--- src/rtl/serial_addsub_if.sv ---
// Start/busy/done handshake and operand/result bundle for serial_addsub.
// The master drives the request side; the slave returns status and result.
interface serial_addsub_if #(
    parameter int WIDTH = 8
);
    logic             start;
    logic             mode;
    logic [WIDTH-1:0] a;
    logic [WIDTH-1:0] b;
    logic             cin;
    logic             busy;
    logic             done;
    logic [WIDTH-1:0] sum;
    logic             cout;
    logic             ovf;
    logic             zero;

    modport master (
        output start, mode, a, b, cin,
        input  busy, done, sum, cout, ovf, zero
    );

    modport slave (
        input  start, mode, a, b, cin,
        output busy, done, sum, cout, ovf, zero
    );
endinterface

--- src/rtl/serial_addsub.sv ---
// Multi-cycle adder/subtractor: one shared BITS_PER_CYCLE-wide chunk adder walks
// the operands LSB chunk first; results and flags are registered and held.
module serial_addsub #(
    parameter int WIDTH          = 8,
    parameter int BITS_PER_CYCLE = 1
) (
    input  logic          clk,
    input  logic          rst_n,
    serial_addsub_if.slave bus
);
    localparam int N  = WIDTH / BITS_PER_CYCLE;
    localparam int CW = (N > 1) ? $clog2(N) : 1;

    localparam logic [1:0] IDLE = 2'd0;
    localparam logic [1:0] RUN  = 2'd1;
    localparam logic [1:0] DONE = 2'd2;

    logic [1:0]                state_r;
    logic [1:0]                state_next_s;
    logic [CW-1:0]             count_r;
    logic [WIDTH-1:0]          a_r;
    logic [WIDTH-1:0]          b_r;
    logic                      c_r;
    logic                      mode_r;
    logic [WIDTH-1:0]          res_r;
    logic [WIDTH-1:0]          sum_r;
    logic                      cout_r;
    logic                      ovf_r;
    logic                      zero_r;
    logic                      busy_r;
    logic                      done_r;

    logic [BITS_PER_CYCLE:0]   chunk_s;
    logic [BITS_PER_CYCLE-1:0] chunk_sum_s;
    logic                      chunk_carry_s;
    logic                      msb_cin_s;
    logic [WIDTH+BITS_PER_CYCLE-1:0] shifted_s;
    logic [WIDTH-1:0]          res_next_s;
    logic                      last_s;
    logic                      accept_s;

    // Shared chunk adder and result-register shift path.
    always_comb begin
        chunk_s       = {1'b0, a_r[BITS_PER_CYCLE-1:0]}
                      + {1'b0, b_r[BITS_PER_CYCLE-1:0]}
                      + {{BITS_PER_CYCLE{1'b0}}, c_r};
        chunk_sum_s   = chunk_s[BITS_PER_CYCLE-1:0];
        chunk_carry_s = chunk_s[BITS_PER_CYCLE];
        // On the last chunk its top bit is the word MSB, so this is the carry into the MSB.
        msb_cin_s     = chunk_sum_s[BITS_PER_CYCLE-1] ^ a_r[BITS_PER_CYCLE-1]
                      ^ b_r[BITS_PER_CYCLE-1];
        shifted_s     = {chunk_sum_s, res_r};
        res_next_s    = shifted_s[WIDTH+BITS_PER_CYCLE-1:BITS_PER_CYCLE];
        last_s        = (count_r == CW'(N - 1));
        accept_s      = bus.start && ((state_r == IDLE) || (state_r == DONE));
    end

    // Next-state logic of the IDLE/RUN/DONE controller.
    always_comb begin
        state_next_s = state_r;
        case (state_r)
            IDLE: begin
                if (bus.start) state_next_s = RUN;
                else           state_next_s = IDLE;
            end
            RUN: begin
                if (last_s) state_next_s = DONE;
                else        state_next_s = RUN;
            end
            DONE: begin
                if (bus.start) state_next_s = RUN;
                else           state_next_s = IDLE;
            end
            default: state_next_s = IDLE;
        endcase
    end

    // Datapath, status and result registers with synchronous active-low reset.
    always_ff @(posedge clk) begin
        if (!rst_n) begin
            state_r <= IDLE;
            count_r <= {CW{1'b0}};
            a_r     <= {WIDTH{1'b0}};
            b_r     <= {WIDTH{1'b0}};
            c_r     <= 1'b0;
            mode_r  <= 1'b0;
            res_r   <= {WIDTH{1'b0}};
            sum_r   <= {WIDTH{1'b0}};
            cout_r  <= 1'b0;
            ovf_r   <= 1'b0;
            zero_r  <= 1'b0;
            busy_r  <= 1'b0;
            done_r  <= 1'b0;
        end else begin
            state_r <= state_next_s;
            busy_r  <= (state_next_s == RUN);
            done_r  <= (state_next_s == DONE);
            if (accept_s) begin
                // Subtraction is a + ~b + ~borrow through the same adder.
                a_r     <= bus.a;
                b_r     <= bus.mode ? ~bus.b : bus.b;
                c_r     <= bus.mode ? ~bus.cin : bus.cin;
                mode_r  <= bus.mode;
                count_r <= {CW{1'b0}};
            end else if (state_r == RUN) begin
                a_r     <= a_r >> BITS_PER_CYCLE;
                b_r     <= b_r >> BITS_PER_CYCLE;
                c_r     <= chunk_carry_s;
                res_r   <= res_next_s;
                count_r <= count_r + CW'(1);
                if (last_s) begin
                    sum_r  <= res_next_s;
                    cout_r <= mode_r ? ~chunk_carry_s : chunk_carry_s;
                    ovf_r  <= msb_cin_s ^ chunk_carry_s;
                    zero_r <= (res_next_s == {WIDTH{1'b0}});
                end
            end
        end
    end

    assign bus.busy = busy_r;
    assign bus.done = done_r;
    assign bus.sum  = sum_r;
    assign bus.cout = cout_r;
    assign bus.ovf  = ovf_r;
    assign bus.zero = zero_r;
endmodule

--- src/flat_wrapper.sv ---
// flat-port wrapper written by rule: the top's interface ports become plain ports
module serial_addsub_flat 
#(
    parameter int WIDTH          = 8,
    parameter int BITS_PER_CYCLE = 1
)
  (clk, rst_n, bus_start, bus_mode, bus_a, bus_b, bus_cin, bus_busy, bus_done, bus_sum, bus_cout, bus_ovf, bus_zero);
  serial_addsub_if #(.WIDTH(WIDTH)) bus_i ();
  input  logic clk;
  input  logic rst_n;
  input wire logic [$bits(bus_i.start)-1:0] bus_start;
  input wire logic [$bits(bus_i.mode)-1:0] bus_mode;
  input wire logic [$bits(bus_i.a)-1:0] bus_a;
  input wire logic [$bits(bus_i.b)-1:0] bus_b;
  input wire logic [$bits(bus_i.cin)-1:0] bus_cin;
  output wire logic [$bits(bus_i.busy)-1:0] bus_busy;
  output wire logic [$bits(bus_i.done)-1:0] bus_done;
  output wire logic [$bits(bus_i.sum)-1:0] bus_sum;
  output wire logic [$bits(bus_i.cout)-1:0] bus_cout;
  output wire logic [$bits(bus_i.ovf)-1:0] bus_ovf;
  output wire logic [$bits(bus_i.zero)-1:0] bus_zero;
  assign bus_i.start = bus_start;
  assign bus_i.mode = bus_mode;
  assign bus_i.a = bus_a;
  assign bus_i.b = bus_b;
  assign bus_i.cin = bus_cin;
  assign bus_busy = bus_i.busy;
  assign bus_done = bus_i.done;
  assign bus_sum = bus_i.sum;
  assign bus_cout = bus_i.cout;
  assign bus_ovf = bus_i.ovf;
  assign bus_zero = bus_i.zero;
  serial_addsub #(.WIDTH(WIDTH), .BITS_PER_CYCLE(BITS_PER_CYCLE)) u_core (.clk(clk), .rst_n(rst_n), .bus(bus_i));
endmodule
--- config.mk ---
export PLATFORM = sky130hd
export DESIGN_NAME = serial_addsub_flat
export DESIGN_NICKNAME = d
export VERILOG_FILES = /design/src/rtl/serial_addsub_if.sv /design/src/rtl/serial_addsub.sv /design/src/flat_wrapper.sv
export SDC_FILE = /design/constraint.sdc
export NUM_CORES = 1
export LEC_CHECK = 0
export CAP_MARGIN = 20
export CORE_MARGIN = 4
export CORE_UTILIZATION = 50
export CTS_CLUSTER_DIAMETER = 100
export DETAILED_ROUTE_END_ITERATION = 8
export PLACE_DENSITY = 0.77
export SYNTH_ARGS = -nofsm -noshare
export SYNTH_HDL_FRONTEND = slang
export SYNTH_SLANG_ARGS = --single-unit
export TNS_END_PERCENT = 20
--- constraint.sdc ---
create_clock -name clk -period 3 [get_ports clk]
set_clock_uncertainty 0.2 [all_clocks]
set_input_delay 0.45 -clock clk [delete_from_list [all_inputs] [get_ports clk]]
set_output_delay 0.45 -clock clk [all_outputs]
set_load 0.1 [all_outputs]
## Yosys cells after proc, flatten, opt, wreduce, memory -nomap -nowiden

Cells that the tools add are included.

- Flip-flop bits (word level): 44
- Word-level logic and storage cells: 50

- $add $sub $neg: 3
- Eq/ne operators: 5
- Muxes and demuxes: 12
- Bitwise operators: 8
- Reductions and logical operators: 9

Operators with widths:

| cell | count |
|---|---|
| 2-to-1 mux 8 bit | 5 |
| logical NOT 8 bit | 1 |
| inverter 8 bit | 1 |
| 2-to-1 mux 1 bit | 5 |
| == test 2 x 1 -> 1 bit (second input constant) | 2 |
| == test 2 bit (second input constant) | 2 |
| inverter 1 bit | 4 |
| one-hot mux 2 bit (2 select lines) | 1 |
| OR reduction 2 bit | 2 |
| adder 3 x 1 -> 3 bit (second input constant) | 1 |
| == test 3 bit (second input constant) | 1 |
| AND reduction 3 bit | 1 |
| bitwise XOR 1 bit | 3 |
| adder 1 x 1 -> 2 bit | 1 |
| adder 2 x 1 -> 2 bit | 1 |
| logical NOT 2 bit | 1 |
| 2-to-1 mux 2 bit | 1 |
| AND reduction 2 bit | 1 |
| nonzero test 2 bit | 1 |
| logical AND 1 bit | 1 |
| logical OR 1 bit | 1 |

## Longest topological paths before layout

Gate-level depths: netlist of run 1.

- Word-level depth: 5
- Depth in mapped cells: 6
- Mapped depth without buffers: 5

## Worst setup path after synthesis of run 1

Ideal clock, no wire load.

- Kind: reg-to-reg
- From: register u_core.c_r
- To: register u_core.ovf_r, in the netlist u_core.bus.ovf
- Arrival time: 1.270 ns
- Setup slack: 1.408 ns
- Stages on the path, launching flop included: 5
- Cell sequence: dfxtp_1 > fa_1 > xor2_1 > xnor2_1 > a21oi_1

- Word-level cells in the longest chain between the ends: 4

RTL lines:

| element | RTL line | text |
|---|---|---|
| start: declaration | serial_addsub.sv:23 | `logic c_r;` |
| start signal: assignment | serial_addsub.sv:102 | `c_r <= bus.mode ? ~bus.cin : bus.cin;` |
| start signal: assignment | serial_addsub.sv:108 | `c_r <= chunk_carry_s;` |
| adder 2 x 1 -> 2 bit | serial_addsub.sv:46 | `+ {{BITS_PER_CYCLE{1'b0}}, c_r};` |
| named net u_core.chunk_s[0] | serial_addsub.sv:33 | `logic [BITS_PER_CYCLE:0] chunk_s;` |
| bitwise XOR 1 bit | serial_addsub.sv:50 | `msb_cin_s = chunk_sum_s[BITS_PER_CYCLE-1] ^ a_r[BITS_PER_CYCLE-1]` |
| bitwise XOR 1 bit | serial_addsub.sv:51 | `^ b_r[BITS_PER_CYCLE-1];` |
| bitwise XOR 1 bit | serial_addsub.sv:114 | `ovf_r <= msb_cin_s ^ chunk_carry_s;` |
| end signal: assignment | serial_addsub.sv:114 |  |
| end: declaration | serial_addsub.sv:28 | `logic ovf_r;` |

The timed path passes the listed nets, and every way through them passes these cells.
A chain may end at the register's enable or synchronous reset.

## Final worst setup path of run 1

- From: register u_core.state_r[1]
- To: register u_core.a_r[3]

- Word-level cells in the longest chain between the ends: 4
- Elaborated cells between the ends (all ways): 7
- Classes of those cells: eq/ne (2); mux (1); reduce/logical (4)

RTL lines:

| element | RTL line | text |
|---|---|---|
| start: declaration | serial_addsub.sv:18 | `logic [1:0] state_r;` |
| start signal: assignment | serial_addsub.sv:95 | `state_r <= state_next_s;` |
| == test 2 bit / logical NOT 2 bit (equally long branches) | serial_addsub.sv:55 | `accept_s = bus.start && ((state_r == IDLE) \|\| (state_r == DONE));` |
| logical OR 1 bit | serial_addsub.sv:55 |  |
| logical AND 1 bit | serial_addsub.sv:55 |  |
| 2-to-1 mux 8 bit / nonzero test 2 bit (equally long branches) | n/a |  |
| end signal: assignment | serial_addsub.sv:83 | `a_r <= {WIDTH{1'b0}};` |
| end signal: assignment | serial_addsub.sv:100 | `a_r <= bus.a;` |
| end signal: assignment | serial_addsub.sv:106 | `a_r <= a_r >> BITS_PER_CYCLE;` |
| end: declaration | serial_addsub.sv:21 | `logic [WIDTH-1:0] a_r;` |

Parallel ways exist; a longest one is shown, timed or not.

==> flow_summary.json, run 1 <==
{
  "yosysTopAreaCell": "dfxtp_1",
  "start_util_pct": 53.1,
  "critPathMaxStageDelay_ns": 0.73,
  "syn-num-nets": 231,
  "synth-warning-count": 0,
  "antenna_cells": 0,
  "synth_top_area_share_pct": 47.1,
  "post-route-period-util_pct": 61.4,
  "ys_top_cells_by_count": "nand2_1, dfxtp_1, a21oi_1, nor3_1, xor2_1",
  "crit_required_ns": 3.01,
  "clk_pin_slew_ns": 0.08,
  "hp-class": "register to register",
  "timing_hold_violations_final": 0,
  "drive_gt1_share_pct": 12.9,
  "die_area_um2": 4680,
  "p_per_area_nw_per_um2": 530,
  "fp.dieW_um": 68.4,
  "endpoint_kind": "register",
  "first_iter_violations": 110,
  "cts_max_level": 2,
  "synthMuxAreaShare_pct": 0.548,
  "numCtsBuffers": 5,
  "slew_headroom_pct": 37.9,
  "cts_tree": "yes",
  "synth_compound_area_share_pct": 16.2,
  "avgSynthCellArea_um2": 8.82,
  "crit_arrival_ns": 1.85,
  "routed_wl_mm": 3.43,
  "grt_max_degree": 40,
  "synth-simple-area-share_pct": 19.8,
  "p_total_w": 0.00115,
  "io_pins": 34,
  "syn_area_um2": 1830,
  "vias_per_cell": 5.16,
  "peakVddDrop_mv": 0.235,
  "regToRegStartpoint": "u_core.state_r[1]",
  "setup_tns_ns": 0,
  "overflow": 0,
  "globalplace.congestion": 0.746,
  "hold_start": "u_core.bus.sum[2]",
  "critPathSlowestCell": "nand2b_1",
  "placementRows": 21,
  "fillers": 325,
  "crit_chain": "nand2b_1, nand2_1, a311oi_2",
  "synth-seq-area-share_pct": 47.1,
  "track_usage_pct": 16.0,
  "syn_to_final_growth_pct": 18.6,
  "tightest_slew_ns": 0.931,
  "cts_sinks": 43,
  "synth_top_family_by_area": "simple AND/OR/NAND/NOR gates",
  "yosys.area_share.xor_xnor_pct": 6.71,
  "status": "completed",
  "synth.area.top_cells": "dfxtp_1, nand2_1, a21oi_1",
  "yosysMostFrequentCell": "nand2_1",
  "timing.fmax_mhz": 542,
  "ant_nets": 0,
  "core-area_um2": 3440,
  "crit_type": "register to register",
  "synthArstFlopShare_pct": 0,
  "leakagePower_nw": 0.808,
  "fin_crit_ns": 1.84,
  "first_global_vias": 1220,
  "detail_route.drc_violations": 0,
  "firstDrtPassIters": 4,
  "crit_path_start": "u_core.state_r[1]",
  "post_cts.repair.setup_buffers": 0,
  "ys_seq_elements": 43,
  "io_buffers": 33,
  "rsz0062_at_grt": "no",
  "synth_ff_type": "dfxtp_1",
  "startpoint_type": "register",
  "synth_edf_count": 0,
  "antenna_found_initial": 0,
  "worst-path-max-fanout": 26,
  "synth_cell_type_count": 34,
  "ctsRootBufferMaster": "clkbuf_8",
  "setup_viol": 0,
  "cts_resized": 0,
  "grt_pass1_wl_mm": 5.47,
  "report.final.slew_viol_count": 0,
  "post-dp-hpwl_mm": 2.25,
  "routedWlPerCell_um": 12.3,
  "max-cap-violations": 0,
  "synth_cells": 207,
  "nets": 257,
  "clockBufferDepth": 2,
  "clock_latency_ns": 0.29,
  "dieHeight_um": 68.4,
  "cts_hold_buf": 0,
  "synthAdderAreaFrac_pct": 2.47,
  "routed-via-count": 1440
}
## cell families after synthesis
logic type,after synthesis
AO/OA/AOI/OAI,46
XOR/XNOR,14
adder cells (fa/ha/maj),3
buffers and inverters,18
flip-flops,43
multiplexers,1
AND/OR/NAND/NOR,82
## worst max-delay path, delay by kind of cell (launching register included)
| family | cells | cell delay, ns |
|---|---|---|
| flops | 1 | 0.34 |
| compound gates | 1 | 0.30 |
| simple gates | 2 | 0.91 |
## stage by stage
step                      cells  utilization [%]  area [um2]  hold slack (ns)  setup WS, ns
after floorplan             207                -        1830            0.239          1.41
after global placement      272             60.4        2080            0.244          1.02
after detailed placement    272             60.4        2080            0.251         0.971
after CTS                   279             62.9        2170            0.262          1.15
after global routing        279             62.9        2170            0.279         0.993
final                       279             62.9        2170            0.259          1.16
## final cells by class
class                           instances  area [um2]  share of cell area, %
Tap cell                               46        57.6                   2.66
Sequential cell                        43         861                   39.7
Inverter                                1        3.75                  0.173
Multi-Input combinational cell        146         836                   38.6
Clock inverter                          1        5.00                  0.231
Timing Repair Buffer                   36         320                   14.8
Clock buffer                            6        82.6                   3.81
## registers in the layout, summed over array words and instances, names as in the netlist, 2 cells and up
signal	flops
u_core.a_r	8
u_core.b_r	8
u_core.bus.sum	8
u_core.count_r	3
u_core.res_r	7
u_core.state_r	2
## path summary, 6_finish.rpt
path                            cells past startpoint                 to  slack [ns]
worst min-delay path                                2  u_core.bus.sum[2]        0.26
worst max register to register                      3      u_core.a_r[3]        1.16
worst max-delay path                                3      u_core.a_r[3]        1.16
worst min register to register                      2  u_core.bus.sum[2]        0.26
## power breakdown
group          switching, W  internal (W)  leakage (nW)
combinational     0.0000921     0.0000768         0.410
clock              0.000185      0.000180        0.0470
sequential        0.0000171      0.000597         0.351
total              0.000294      0.000854         0.808
## layout by cell type (no fill, tap or decap), types with 2 or more instances in the layout
cell             netlist  layout
nor4_1                 2       2
clkdlybuf4s50_1        0      20
clkbuf_8               1       6
a21oi_1               28      28
a22oi_1                3       3
ha_1                   2       2
nor2_1                 9       9
buf_4                  3      16
nor3_1                11      11
xnor2_1                3       3
a22oi_2                4       4
nand2_1               45      45
dfxtp_1               43      43
o22ai_1                5       5
a311oi_1               2       2
nand3_1                9       9
xor2_1                11      11
## layer usage
metal | GRT usage [%] | vias to the layer above | wire [um]
li1 | - | 755 | -
met1 | 19.8 | 646 | 1590
met2 | 24.4 | 34 | 1570
met3 | 2.96 | 5 | 193
met4 | 11.9 | 0 | 78
met5 | 0 | - | 0
No activity file was read; power rests on OpenSTA's default activity.
==> inputs of run 2 (changes only) <==
- clock period: 3 -> 1.75 ns (I/O delays scaled with it)
==> run 2 against run 1 <==
Compared with the run above: clock power is 86% higher; fmax is 11% higher; critical path depth grew 1; combinational power grew 100%; setup slack got worse by 1.1 ns; largest power group unchanged; via count is 4.8% higher; first-iteration DRC count shrank 37%; non-clock buffer count is 9 higher; global-route usage rose by 1.7 points; wire length grew 9.3%; sequential power increased by 71%.
==> flow_summary.json, run 2 (synthesized netlist as in run 1, its figures left out) <==
{
  "postPlaceCellArea_um2": 2330,
  "max-cap-violations": 0,
  "timing.fmax_mhz": 600,
  "io_buffers": 33,
  "placementRows": 21,
  "firstDrtPassIters": 5,
  "regToRegStartpoint": "u_core.c_r",
  "vias_per_cell": 5.22,
  "overflow": 0,
  "crit_arrival_ns": 1.64,
  "ant_nets": 0,
  "antenna_found_initial": 0,
  "drive_gt1_share_pct": 17.3,
  "die_area_um2": 4680,
  "clock_latency_ns": 0.29,
  "fp.dieW_um": 68.4,
  "leakagePower_nw": 0.900,
  "detail_route.drc_violations": 0,
  "critPathSlowestCell": "fa_2",
  "fillers": 255,
  "routedWlPerCell_um": 13.0,
  "io_pins": 34,
  "place_inst": 281,
  "most-common-layout-cells": "nand2_1, dfxtp_1, a21oi_1",
  "path_delay_family": "adder cells",
  "first_iter_violations": 69,
  "startpoint_type": "register",
  "stdcell_area_um2": 2450,
  "clockBufferDepth": 2,
  "track_usage_pct": 17.7,
  "grt_pass1_wl_mm": 6.10,
  "rsz0062_at_grt": "yes",
  "status": "completed",
  "fin_crit_ns": 1.67,
  "layout_commonest_cell": "nand2_1",
  "first_global_vias": 1377,
  "cts_hold_buf": 0,
  "report.final.slew_viol_count": 0,
  "nets": 266,
  "endpoint_kind": "register",
  "numCtsBuffers": 5,
  "cts_resized": 0,
  "r2r_slack_ns": 0.08,
  "hold_end": "u_core.count_r[2]",
  "post-route-period-util_pct": 95.2,
  "core-area_um2": 3440,
  "critPathMaxStageDelay_ns": 0.64,
  "cts_tree": "yes",
  "ctsRootBufferMaster": "clkbuf_8",
  "post-dp-hpwl_mm": 2.62,
  "cts_max_level": 2,
  "crit_chain": "fa_2, xor2_2, xnor2_1, a21oi_1",
  "globalplace.congestion": 0.765,
  "hold_start": "u_core.count_r[2]",
  "crit_required_ns": 1.73,
  "post_cts.repair.setup_buffers": 0,
  "p_per_area_nw_per_um2": 848,
  "tightest_slew_ns": 0.423,
  "clk_pin_slew_ns": 0.07,
  "worst-path-max-fanout": 4,
  "slew_headroom_pct": 71.7,
  "crit_buf_inv": 0,
  "r2r_end": "u_core.bus.ovf",
  "cts_sinks": 43,
  "hold_depth": 2,
  "syn_to_final_growth_pct": 34.1,
  "grt_max_degree": 21,
  "crit_type": "register to register",
  "routed_wl_mm": 3.75,
  "routed-via-count": 1509,
  "final_cells": 289,
  "r2r_cells": 4,
  "timing_hold_violations_final": 0,
  "dieHeight_um": 68.4,
  "antenna_cells": 0,
  "start_util_pct": 53.1,
  "setup_viol": 0,
  "peakVddDrop_mv": 0.451,
  "hp-class": "register to register"
}
run 2: how the worst max path moves through the flow:
stage,slack (ns),to,depth (start not counted),from
2_1_floorplan,0.16,u_core.bus.ovf,4,u_core.c_r
3_3_place_gp,0.03,u_core.a_r[7],5,bus_start
4_1_cts,0.04,u_core.bus.ovf,4,u_core.c_r
5_1_grt,-0.0002,u_core.bus.sum[2],5,u_core.count_r[0]
3_5_place_dp,-0.004,u_core.a_r[7],5,bus_start
6_report,0.08,u_core.bus.ovf,4,u_core.c_r
run 2: layout make-up:
class | count | area [um2] | area share (%)
Clock buffer | 8 | 100 | 4.09
Sequential cell | 43 | 861 | 35.1
Timing Repair Buffer | 45 | 576 | 23.5
Tap cell | 46 | 57.6 | 2.35
Multi-Input combinational cell | 146 | 852 | 34.8
Inverter | 1 | 3.75 | 0.153
run 2: worst min-delay path, stage by stage (launching register included):
cell	delay (ns)
dfxtp_1	0.32
nand2_1	0.05
a21oi_1	0.05
run 2: through the flow:
| step | power, W | setup TNS [ns] | worst slack (ns) | hold slack [ns] | utilization (%) |
|---|---|---|---|---|---|
| final | 0.00208 | 0 | 0.0839 | 0.271 | 71.2 |
| after global routing | 0.00217 | -0.000230 | -0.000230 | 0.287 | 71.2 |
| after CTS | 0.00207 | 0 | 0.0433 | 0.266 | 70.7 |
| after detailed placement | 0.00140 | -0.00406 | -0.00406 | 0.256 | 67.8 |
| after global placement | 0.00140 | 0 | 0.0266 | 0.248 | 67.8 |
| after floorplan | 0.00130 | 0 | 0.158 | 0.201 | - |
run 2: where the power goes:
| part | switching [W] | total (W) | internal [W] |
|---|---|---|---|
| combinational | 0.000171 | 0.000342 | 0.000172 |
| clock | 0.000319 | 0.000679 | 0.000360 |
| sequential | 0.0000317 | 0.00105 | 0.00102 |
| total | 0.000522 | 0.00208 | 0.00155 |
run 2: metal layers:
metal / GRT usage (%) / routed length [um]
met1: 22.0 / 1660
met2: 27.8 / 1810
met3: 5.91 / 207
met4: 7.44 / 72
met5: 0 / 0
==> inputs of run 3 (changes only) <==
- CORE_ASPECT_RATIO: default -> 1.1
==> run 3 against run 2 <==
Compared with the run above: core utilization fell by 0.35 points; sequential power barely moved; critical endpoint unchanged; first-iteration DRC count rose by 12%; worst hold slack got worse by 0.00089 ns; die area barely moved; cell count fell by 0.69%; clock power fell by 4.3%; highest routed layer unchanged; count of clock-buffer cells in the layout fell by 2.
==> flow_summary.json, run 3 (synthesized netlist as in run 1, its figures left out) <==
{
  "status": "completed",
  "tightest_slew_ns": 0.423,
  "crit_type": "register to register",
  "firstDrtPassIters": 4,
  "antenna_found_initial": 0,
  "clk_pin_slew_ns": 0.12,
  "most-common-layout-cells": "nand2_1, dfxtp_1, a21oi_1",
  "cts_resized": 0,
  "globalplace.congestion": 0.787,
  "cts_sinks": 43,
  "r2r_cells": 4,
  "max-cap-violations": 0,
  "detail_route.drc_violations": 0,
  "grt_max_degree": 40,
  "place_ws_ns": 0.0273,
  "placementRows": 22,
  "endpoint_kind": "register",
  "syn_to_final_growth_pct": 32.3,
  "grt_pass1_wl_mm": 5.64,
  "numCtsBuffers": 5,
  "p_per_area_nw_per_um2": 834,
  "clockBufferDepth": 2,
  "die_area_um2": 4690,
  "cts_max_level": 2,
  "fillers": 275,
  "crit_required_ns": 1.81,
  "first_iter_violations": 77,
  "drive_gt1_share_pct": 15.1,
  "dieHeight_um": 71.4,
  "nets": 262,
  "antenna_cells": 0,
  "report.final.slew_viol_count": 0,
  "crit_arrival_ns": 1.73,
  "slew_headroom_pct": 71.8,
  "start_util_pct": 53.5,
  "leakagePower_nw": 0.883,
  "cts_tree": "yes",
  "r2r_end": "u_core.bus.ovf",
  "setup_tns_ns": 0,
  "startpoint_type": "register",
  "post-route-period-util_pct": 95.2,
  "fin_crit_ns": 1.67,
  "regToRegStartpoint": "u_core.c_r",
  "hold_depth": 2,
  "multi_input_area_um2": 836,
  "overflow": 0,
  "vias_per_cell": 5.19,
  "worst_slack_ns": 0.0835,
  "seqCellArea_um2": 861,
  "r2r_slack_ns": 0.08,
  "track_usage_pct": 15.4,
  "hold_start": "u_core.count_r[2]",
  "routed-via-count": 1490,
  "timing_hold_violations_final": 0,
  "first_global_vias": 1268,
  "clock_latency_ns": 0.36,
  "fp.dieW_um": 65.6,
  "post-dp-hpwl_mm": 2.28,
  "io_pins": 34,
  "ctsRootBufferMaster": "clkbuf_4",
  "rsz0062_at_grt": "no",
  "core-area_um2": 3410,
  "hp-class": "register to register",
  "setup_viol": 0,
  "peakVddDrop_mv": 0.495,
  "routed_wl_mm": 3.35,
  "ant_nets": 0,
  "routedWlPerCell_um": 11.7,
  "hold_end": "u_core.count_r[2]",
  "layout_commonest_cell": "nand2_1",
  "worst-path-max-fanout": 4,
  "timing.fmax_mhz": 600,
  "io_buffers": 33
}
## run 3: power by group
part	internal, W	total [W]	leakage, nW	switching (W)
sequential	0.00102	0.00105	0.351	0.0000301
combinational	0.000155	0.000313	0.485	0.000158
clock	0.000338	0.000650	0.0482	0.000312
## run 3: worst max path at each step
stage,slack [ns],startpoint,endpoint
2_1_floorplan,0.16,u_core.c_r,u_core.bus.ovf
3_3_place_gp,0.04,bus_start,u_core.a_r[7]
3_5_place_dp,0.03,bus_start,u_core.a_r[7]
4_1_cts,0.08,u_core.count_r[0],u_core.bus.done
5_1_grt,0.04,u_core.b_r[0],u_core.bus.zero
6_report,0.08,u_core.c_r,u_core.bus.ovf
## run 3: worst max-delay path, stage by stage (launching register included)
cell and delay (ns):
dfxtp_1 0.35, fa_1 0.61, xor2_1 0.19, xnor2_1 0.14, a21oi_1 0.08
## run 3: final cells by class
cell class	count	area share [%]
multi-input combinational	146	34.6
sequential	43	35.6
timing repair buffer	41	23.6
clock inverter	2	1.45
inverter	1	0.155
tap	48	2.48
clock buffer	6	2.12
## run 3: metal layers
layer	routed length (um)	GRT usage [%]	part of all wire, %
met5	0	0	0
met4	64	6.91	1.9
met3	188	5.17	5.6
met2	1640	24.5	49
met1	1450	18.8	43
## run 3: metrics by stage
step / hold WS, ns / util [%] / power, W / cells / instance area [um2]
CTS: 0.270 / 70.4 / 0.00204 / 285 / 2400
detailed placement: 0.254 / 67.9 / 0.00139 / 277 / 2320
floorplan: 0.201 / - / 0.00130 / 207 / 1830
global placement: 0.246 / 67.9 / 0.00139 / 277 / 2320
global route: 0.274 / 70.8 / 0.00212 / 287 / 2420
finish: 0.270 / 70.8 / 0.00202 / 287 / 2420
## run 3: timing repair
action	in CTS	in global routing
endpoints found under the hold margin	0	0
setup buffers	0	2
hold buffers	0	0
endpoints found under the setup margin	0	1
